**config.mk**
```make
export PLATFORM = sky130hd
export DESIGN_NAME = pipe_hazard_unit
export DESIGN_NICKNAME = d
export VERILOG_FILES = /design/src/rtl/pipe_hazard_unit.sv
export SDC_FILE = /design/constraint.sdc
export NUM_CORES = 1
export LEC_CHECK = 0
export CAP_MARGIN = 20
export CORE_UTILIZATION = 53
export DETAILED_ROUTE_END_ITERATION = 6
export GPL_TIMING_DRIVEN = 0
export PLACE_DENSITY = 0.84
export SYNTH_ARGS = -nofsm -noshare
export SYNTH_HDL_FRONTEND = slang
export SYNTH_SLANG_ARGS = --single-unit
```
**constraint.sdc**
```tcl
create_clock -name clk -period 4.77 [get_ports clk]
set_clock_uncertainty 0.15 [all_clocks]
set_input_delay 0.954 -clock clk [delete_from_list [all_inputs] [get_ports clk]]
set_output_delay 0.954 -clock clk [all_outputs]
set_load 0.03 [all_outputs]
```
**src/rtl/pipe_hazard_unit.sv**
```systemverilog
// rtl/pipe_hazard_unit.sv - hazard detection and operand forwarding control beside ID
//
// Purpose: tracks destination registers of the DEPTH instructions downstream of ID
// (stage 1 = EX ... stage DEPTH = WB), selects the youngest forwarding source for
// each ID operand, stalls on load-use, flushes on taken branch and keeps saturating
// stall/flush event counters.
//
// Ports:
//   clk, rst_n                   clock, asynchronous active-low reset
//   id_valid                     ID holds a real instruction
//   id_rs, id_rt                 source register addresses
//   id_uses_rs, id_uses_rt       operand is actually read
//   id_reg_write, id_mem_read    instruction writes a register / is a load
//   id_dest                      destination register
//   branch_taken                 branch/jump resolved taken in EX
//   fwd_sel_rs, fwd_sel_rt       0 = register file, k = result of stage k
//   stall                        hold PC and IF/ID, bubble into EX
//   flush_if_id, flush_id_ex     squash IF/ID and the instruction entering EX
//   stall_count, flush_count     saturating event counters

module pipe_hazard_unit #(
    parameter int REG_ADDR_W = 5,
    parameter int DEPTH      = 3,
    parameter int SEL_W      = $clog2(DEPTH + 1),
    parameter int CNT_W      = 16
) (
    input  logic                  clk,
    input  logic                  rst_n,
    input  logic                  id_valid,
    input  logic [REG_ADDR_W-1:0] id_rs,
    input  logic [REG_ADDR_W-1:0] id_rt,
    input  logic                  id_uses_rs,
    input  logic                  id_uses_rt,
    input  logic                  id_reg_write,
    input  logic                  id_mem_read,
    input  logic [REG_ADDR_W-1:0] id_dest,
    input  logic                  branch_taken,
    output logic [SEL_W-1:0]      fwd_sel_rs,
    output logic [SEL_W-1:0]      fwd_sel_rt,
    output logic                  stall,
    output logic                  flush_if_id,
    output logic                  flush_id_ex,
    output logic [CNT_W-1:0]      stall_count,
    output logic [CNT_W-1:0]      flush_count
);

    // Tracker, indexed by stage number 1..DEPTH
    logic [DEPTH:1]        valid_q, valid_d;
    logic [DEPTH:1]        wr_q, wr_d;
    logic [DEPTH:1]        load_q, load_d;
    logic [REG_ADDR_W-1:0] dest_q [1:DEPTH];
    logic [REG_ADDR_W-1:0] dest_d [1:DEPTH];

    logic [CNT_W-1:0]      stall_cnt_q, stall_cnt_d;
    logic [CNT_W-1:0]      flush_cnt_q, flush_cnt_d;

    logic [DEPTH:1]        match_rs;
    logic [DEPTH:1]        match_rt;
    logic [SEL_W-1:0]      sel_rs;
    logic [SEL_W-1:0]      sel_rt;
    logic                  load_use;
    logic                  branch_live;
    logic                  stall_int;
    logic                  bubble_in;

    // Register 0 is hard-wired and never forwarded; unread operands never match.
    always_comb begin
        match_rs = '0;
        match_rt = '0;
        for (int s = 1; s <= DEPTH; s++) begin
            match_rs[s] = id_valid && id_uses_rs && (id_rs != '0) &&
                          valid_q[s] && wr_q[s] && (dest_q[s] == id_rs);
            match_rt[s] = id_valid && id_uses_rt && (id_rt != '0) &&
                          valid_q[s] && wr_q[s] && (dest_q[s] == id_rt);
        end
    end

    // Walk from oldest to youngest so the youngest match is the last one written.
    always_comb begin
        sel_rs = '0;
        sel_rt = '0;
        for (int s = DEPTH; s >= 1; s--) begin
            if (match_rs[s]) begin
                sel_rs = SEL_W'(s);
            end
            if (match_rt[s]) begin
                sel_rt = SEL_W'(s);
            end
        end
    end

    // Only a load sitting in EX is too late to forward; one stage later it forwards from MEM.
    assign load_use    = (match_rs[1] | match_rt[1]) & load_q[1];
    // Inputs are ignored during reset, including the branch request.
    assign branch_live = branch_taken & rst_n;
    assign stall_int   = load_use & ~branch_live;
    assign bubble_in   = stall_int | branch_live | ~id_valid;

    assign fwd_sel_rs  = sel_rs;
    assign fwd_sel_rt  = sel_rt;
    assign stall       = stall_int;
    assign flush_if_id = branch_live;
    assign flush_id_ex = branch_live;
    assign stall_count = stall_cnt_q;
    assign flush_count = flush_cnt_q;

    always_comb begin
        valid_d = valid_q;
        wr_d    = wr_q;
        load_d  = load_q;
        for (int s = 1; s <= DEPTH; s++) begin
            dest_d[s] = dest_q[s];
        end

        for (int s = 2; s <= DEPTH; s++) begin
            valid_d[s] = valid_q[s-1];
            wr_d[s]    = wr_q[s-1];
            load_d[s]  = load_q[s-1];
            dest_d[s]  = dest_q[s-1];
        end

        if (bubble_in) begin
            valid_d[1] = 1'b0;
            wr_d[1]    = 1'b0;
            load_d[1]  = 1'b0;
            dest_d[1]  = '0;
        end else begin
            valid_d[1] = 1'b1;
            wr_d[1]    = id_reg_write;
            load_d[1]  = id_mem_read;
            dest_d[1]  = id_dest;
        end
    end

    always_comb begin
        stall_cnt_d = stall_cnt_q;
        flush_cnt_d = flush_cnt_q;
        if (stall_int && (stall_cnt_q != {CNT_W{1'b1}})) begin
            stall_cnt_d = stall_cnt_q + 1'b1;
        end
        if (branch_live && (flush_cnt_q != {CNT_W{1'b1}})) begin
            flush_cnt_d = flush_cnt_q + 1'b1;
        end
    end

    always_ff @(posedge clk or negedge rst_n) begin
        if (!rst_n) begin
            valid_q     <= '0;
            wr_q        <= '0;
            load_q      <= '0;
            stall_cnt_q <= '0;
            flush_cnt_q <= '0;
            for (int s = 1; s <= DEPTH; s++) begin
                dest_q[s] <= '0;
            end
        end else begin
            valid_q     <= valid_d;
            wr_q        <= wr_d;
            load_q      <= load_d;
            stall_cnt_q <= stall_cnt_d;
            flush_cnt_q <= flush_cnt_d;
            for (int s = 1; s <= DEPTH; s++) begin
                dest_q[s] <= dest_d[s];
            end
        end
    end

endmodule

```
==> results of run 1 <==
-- flip-flops by register name (all words and copies together) (netlist names) --
signal       cells
valid_q          3
dest_d          10
wr_q             3
stall_count     16
load_q           1
dest_q           5
flush_count     16
-- worst min path at each step --
stage	start	to
detailed placement	wr_q[2]	wr_q[3]
floorplan	valid_q[1]	valid_q[2]
global route	valid_q[2]	valid_q[3]
finish	wr_q[1]	wr_q[2]
CTS	valid_q[1]	valid_q[2]
global placement	valid_q[2]	valid_q[3]
-- layout by cell type (no fill, tap or decap), drive strengths merged, types with 2 or more instances in the layout --
cell and n:
dfrtp 54, nor2 7, o211ai 3, nand2 17, mux2 3, nor3 5
nor4 7, xor2 19, xnor2 38, and4 2, or4 6, and2 8
nand3 17, a31oi 2, clkdlybuf4s50 59, nand4 12, buf 4, ha 2
inv 4, and3 11, a21oi 6, clkbuf 9
-- where the power goes --
part / total (mW) / internal, mW / switching [mW]
Sequential: 0.530 / 0.492 / 0.0382
Clock: 0.258 / 0.117 / 0.141
Combinational: 0.221 / 0.103 / 0.118
-- metal layers --
metal | vias up | routed length (um) | share of wire
met1 | 931 | 2546 | 0.47
li1 | 959 | - | -
met5 | - | 0 | 0
met2 | 48 | 2546 | 0.47
met4 | 0 | 70 | 0.013
met3 | 5 | 273 | 0.050
-- worst register-to-register path, stage by stage, from the launching register on --
cell	delay [ns]
dfrtp_1	0.43
and3_1	0.23
and3_1	0.21
and3_1	0.16
clkbuf_1	0.21
nand4_1	0.28
nand2_1	0.20
mux2_2	0.34
-- cells in the mapped netlist (all sizes together), types with 2 or more instances --
master | n | share of area
xnor2 | 38 | 0.13
nor2 | 7 | 0.010
buf | 2 | 0.0071
xor2 | 19 | 0.063
nand2 | 17 | 0.024
inv | 4 | 0.0057
and4 | 2 | 0.0066
nor3 | 5 | 0.0095
clkbuf | 2 | 0.0033
nor4 | 7 | 0.025
a21oi | 6 | 0.016
ha | 2 | 0.0095
a31oi | 2 | 0.0047
nand3 | 17 | 0.032
mux2 | 3 | 0.013
dfrtp | 54 | 0.51
o211ai | 3 | 0.014
or4 | 6 | 0.019
and2 | 8 | 0.019
and3 | 11 | 0.027
nand4 | 12 | 0.028
-- area by class of cell --
class	instances	area, um2
Inverter	4	15.01
Clock inverter	1	5.005
Multi-Input combinational cell	173	1241
Clock buffer	7	86.33
Tap cell	67	83.83
Buffer	4	27.53
Timing Repair Buffer	61	615.6
Sequential cell	54	1351
Fill cell	368	1329
-- cells by family (layout without fill, tap and decap cells) --
family	Yosys count	after routing	share of synthesized area
flip-flops	54	54	0.5128
AND/OR/NAND/NOR	96	96	0.2108
multiplexers	3	3	0.01282
buffers and inverters	8	77	0.01614
XOR/XNOR	57	57	0.1895
AO/OA/AOI/OAI	15	15	0.04844
adder cells (fa/ha/maj)	2	2	0.009495
-- stage by stage --
stage | cells | utilization
detailed placement | 363 | 0.7013
CTS | 371 | 0.7205
finish | 371 | 0.7205
global placement | 362 | 0.6982
floorplan | 235 | -
global route | 371 | 0.7205
==> impl_results.md, run 1 <==
- PortBufs: 60
- Final Hold Viols: 0
- ANT cells: 0
- Post-CTS resize count: 0
- TNS Setup: 0 ns
- Hold Path Stages: 0
- Worst Path Required: 3.67 ns
- First-pass GRT wire length: 9135 um
- DRC Markers: 0
- Seq/Total Area, Yosys: 0.5128
- Max_cap viols: 0
- EDFF count, synth: 0
- CTS Root Cell: clkbuf_8
- Via count: around 1900
- Initial DRC Count: around 100
- CP cell instances: clkdlybuf4s50_1 > or4_4 > o211ai_2 > nor4_4 > or2_1 > buf_6 > and3_2 > clkdlybuf4s50_1
- Maximum VDD drop: 0.0003537 V
- Starting Density: 0.5542
- RSZ-0062 raised after global routing: false
- Met2 GRT Util: 0.3551
- Syn-to-layout area delta: 30.01%
- Cts bufs inserted: 5
- Largest net degree at the start of global routing: 41
- Placer Congestion: 0.8607
- Cell repeated most along the worst path: clkdlybuf4s50_1
- Pwr/cell area: 294.6 mW/mm2
- Dpl cell area: 0.003334 mm2
- Final setup margin: 0.08214 ns
- Top FF cell, synth: dfrtp_1
- GR Layer Usage met1: 0.3231
- Pleak: 1.468 nW
- Antenna violations before repair: 0
- Worst-path clk slew: 0.09 ns
- CTS tree: yes
- TritonRoute pass-1 iters: 4
- Die Width: approximately 73 um
- Worst path depth: 8
- Setup slack, reg-to-reg: 2.45 ns
- Number of global-route vias before repair: 1922
- Synth cell types: 37
- Design Power: 1.009 mW
- Pins Over Slew Limit: 0
- Max Fanout on Critical Path: 6
- Clk_lat worst skew: 0.30 ns
- Core area: 0.004755 mm2
- Setup repair bufs after CTS: 0
- R2R cell count: 7
- Post-detail-place hpwl: 4017 um
- GRT Total Usage: 0.2312
- Seq cells post-synth: 54
- Avg Cell Area, Syn: ~11 um2
- Layout Nets: 328
- Post-Syn Instances: 235
- H-Tree Depth: 2
- Overall routed net length: 5436 um
- Worst Tran Pin Value: ~0.55 ns
- Hold Slack: 0.2263 ns
- Via density: 5.237
- Synthesized cell area: about 0.0026 mm2
- Layout cells sized above 1: 0.08224
- Crit start category: input pin
- Hold/Removal Path Class: reg -> reg
- Core Rows: 25
- Total grt overflow: 0
- Syn_nets: 260
- Rel. slew slack: 0.6321
- Design area: 0.003426 mm2
- CP max-delay cell: or4_4
- RR Startpoint: flush_count[4]
- Clock period minus worst slack: 4.688 ns
- Worst EP arrival: 3.58 ns
- Yosys warns: 0
- Setup Viol. Count Final: 0
- RR Endpoint: flush_count[1]
- Dpl ws: roughly 0.11 ns
- Die Y: 72.51 um
- Clk buf depth: 2
- Status: complete, no violations
- Detail Route Antenna Nets: 0
- IO Pins: between 60 and 70
- Die ar.: 0.005258 mm2
- Crit path kind: in -> out
- Family with the most delay on the worst path: buffers and inverters
- Clock Sinks: 54
- Delay of the slowest critical-path stage: roughly 0.59 ns
- Peak Freq: approximately 210 MHz
- Global route hottest layer: met2
- Worst Setup EP: stall
- Drt wl/cell: 14.65 um
- Async S/R FF share, synth: 1.000
- Critical Path Sink Type: output port
- Met3 Use GR: 0.05833
- Post-CTS Hold Buffers: 0
- Crit share post-route: 0.9828
- Worst path bufs/invs: 3
- Crit path launch: id_rs[1]
No activity file was read; power rests on OpenSTA's default activity.
==> run 2, diff against run 1 <==
--- a/config.mk
+++ b/config.mk
@@ -7,6 +7,7 @@
 export LEC_CHECK = 0
 export CAP_MARGIN = 20
 export CORE_UTILIZATION = 53
+export CTS_CLUSTER_SIZE = 40
 export DETAILED_ROUTE_END_ITERATION = 6
 export GPL_TIMING_DRIVEN = 0
 export PLACE_DENSITY = 0.84
==> results of run 2 <==
Same layout as run 1: the final DEF is identical, and so are final timing and power.
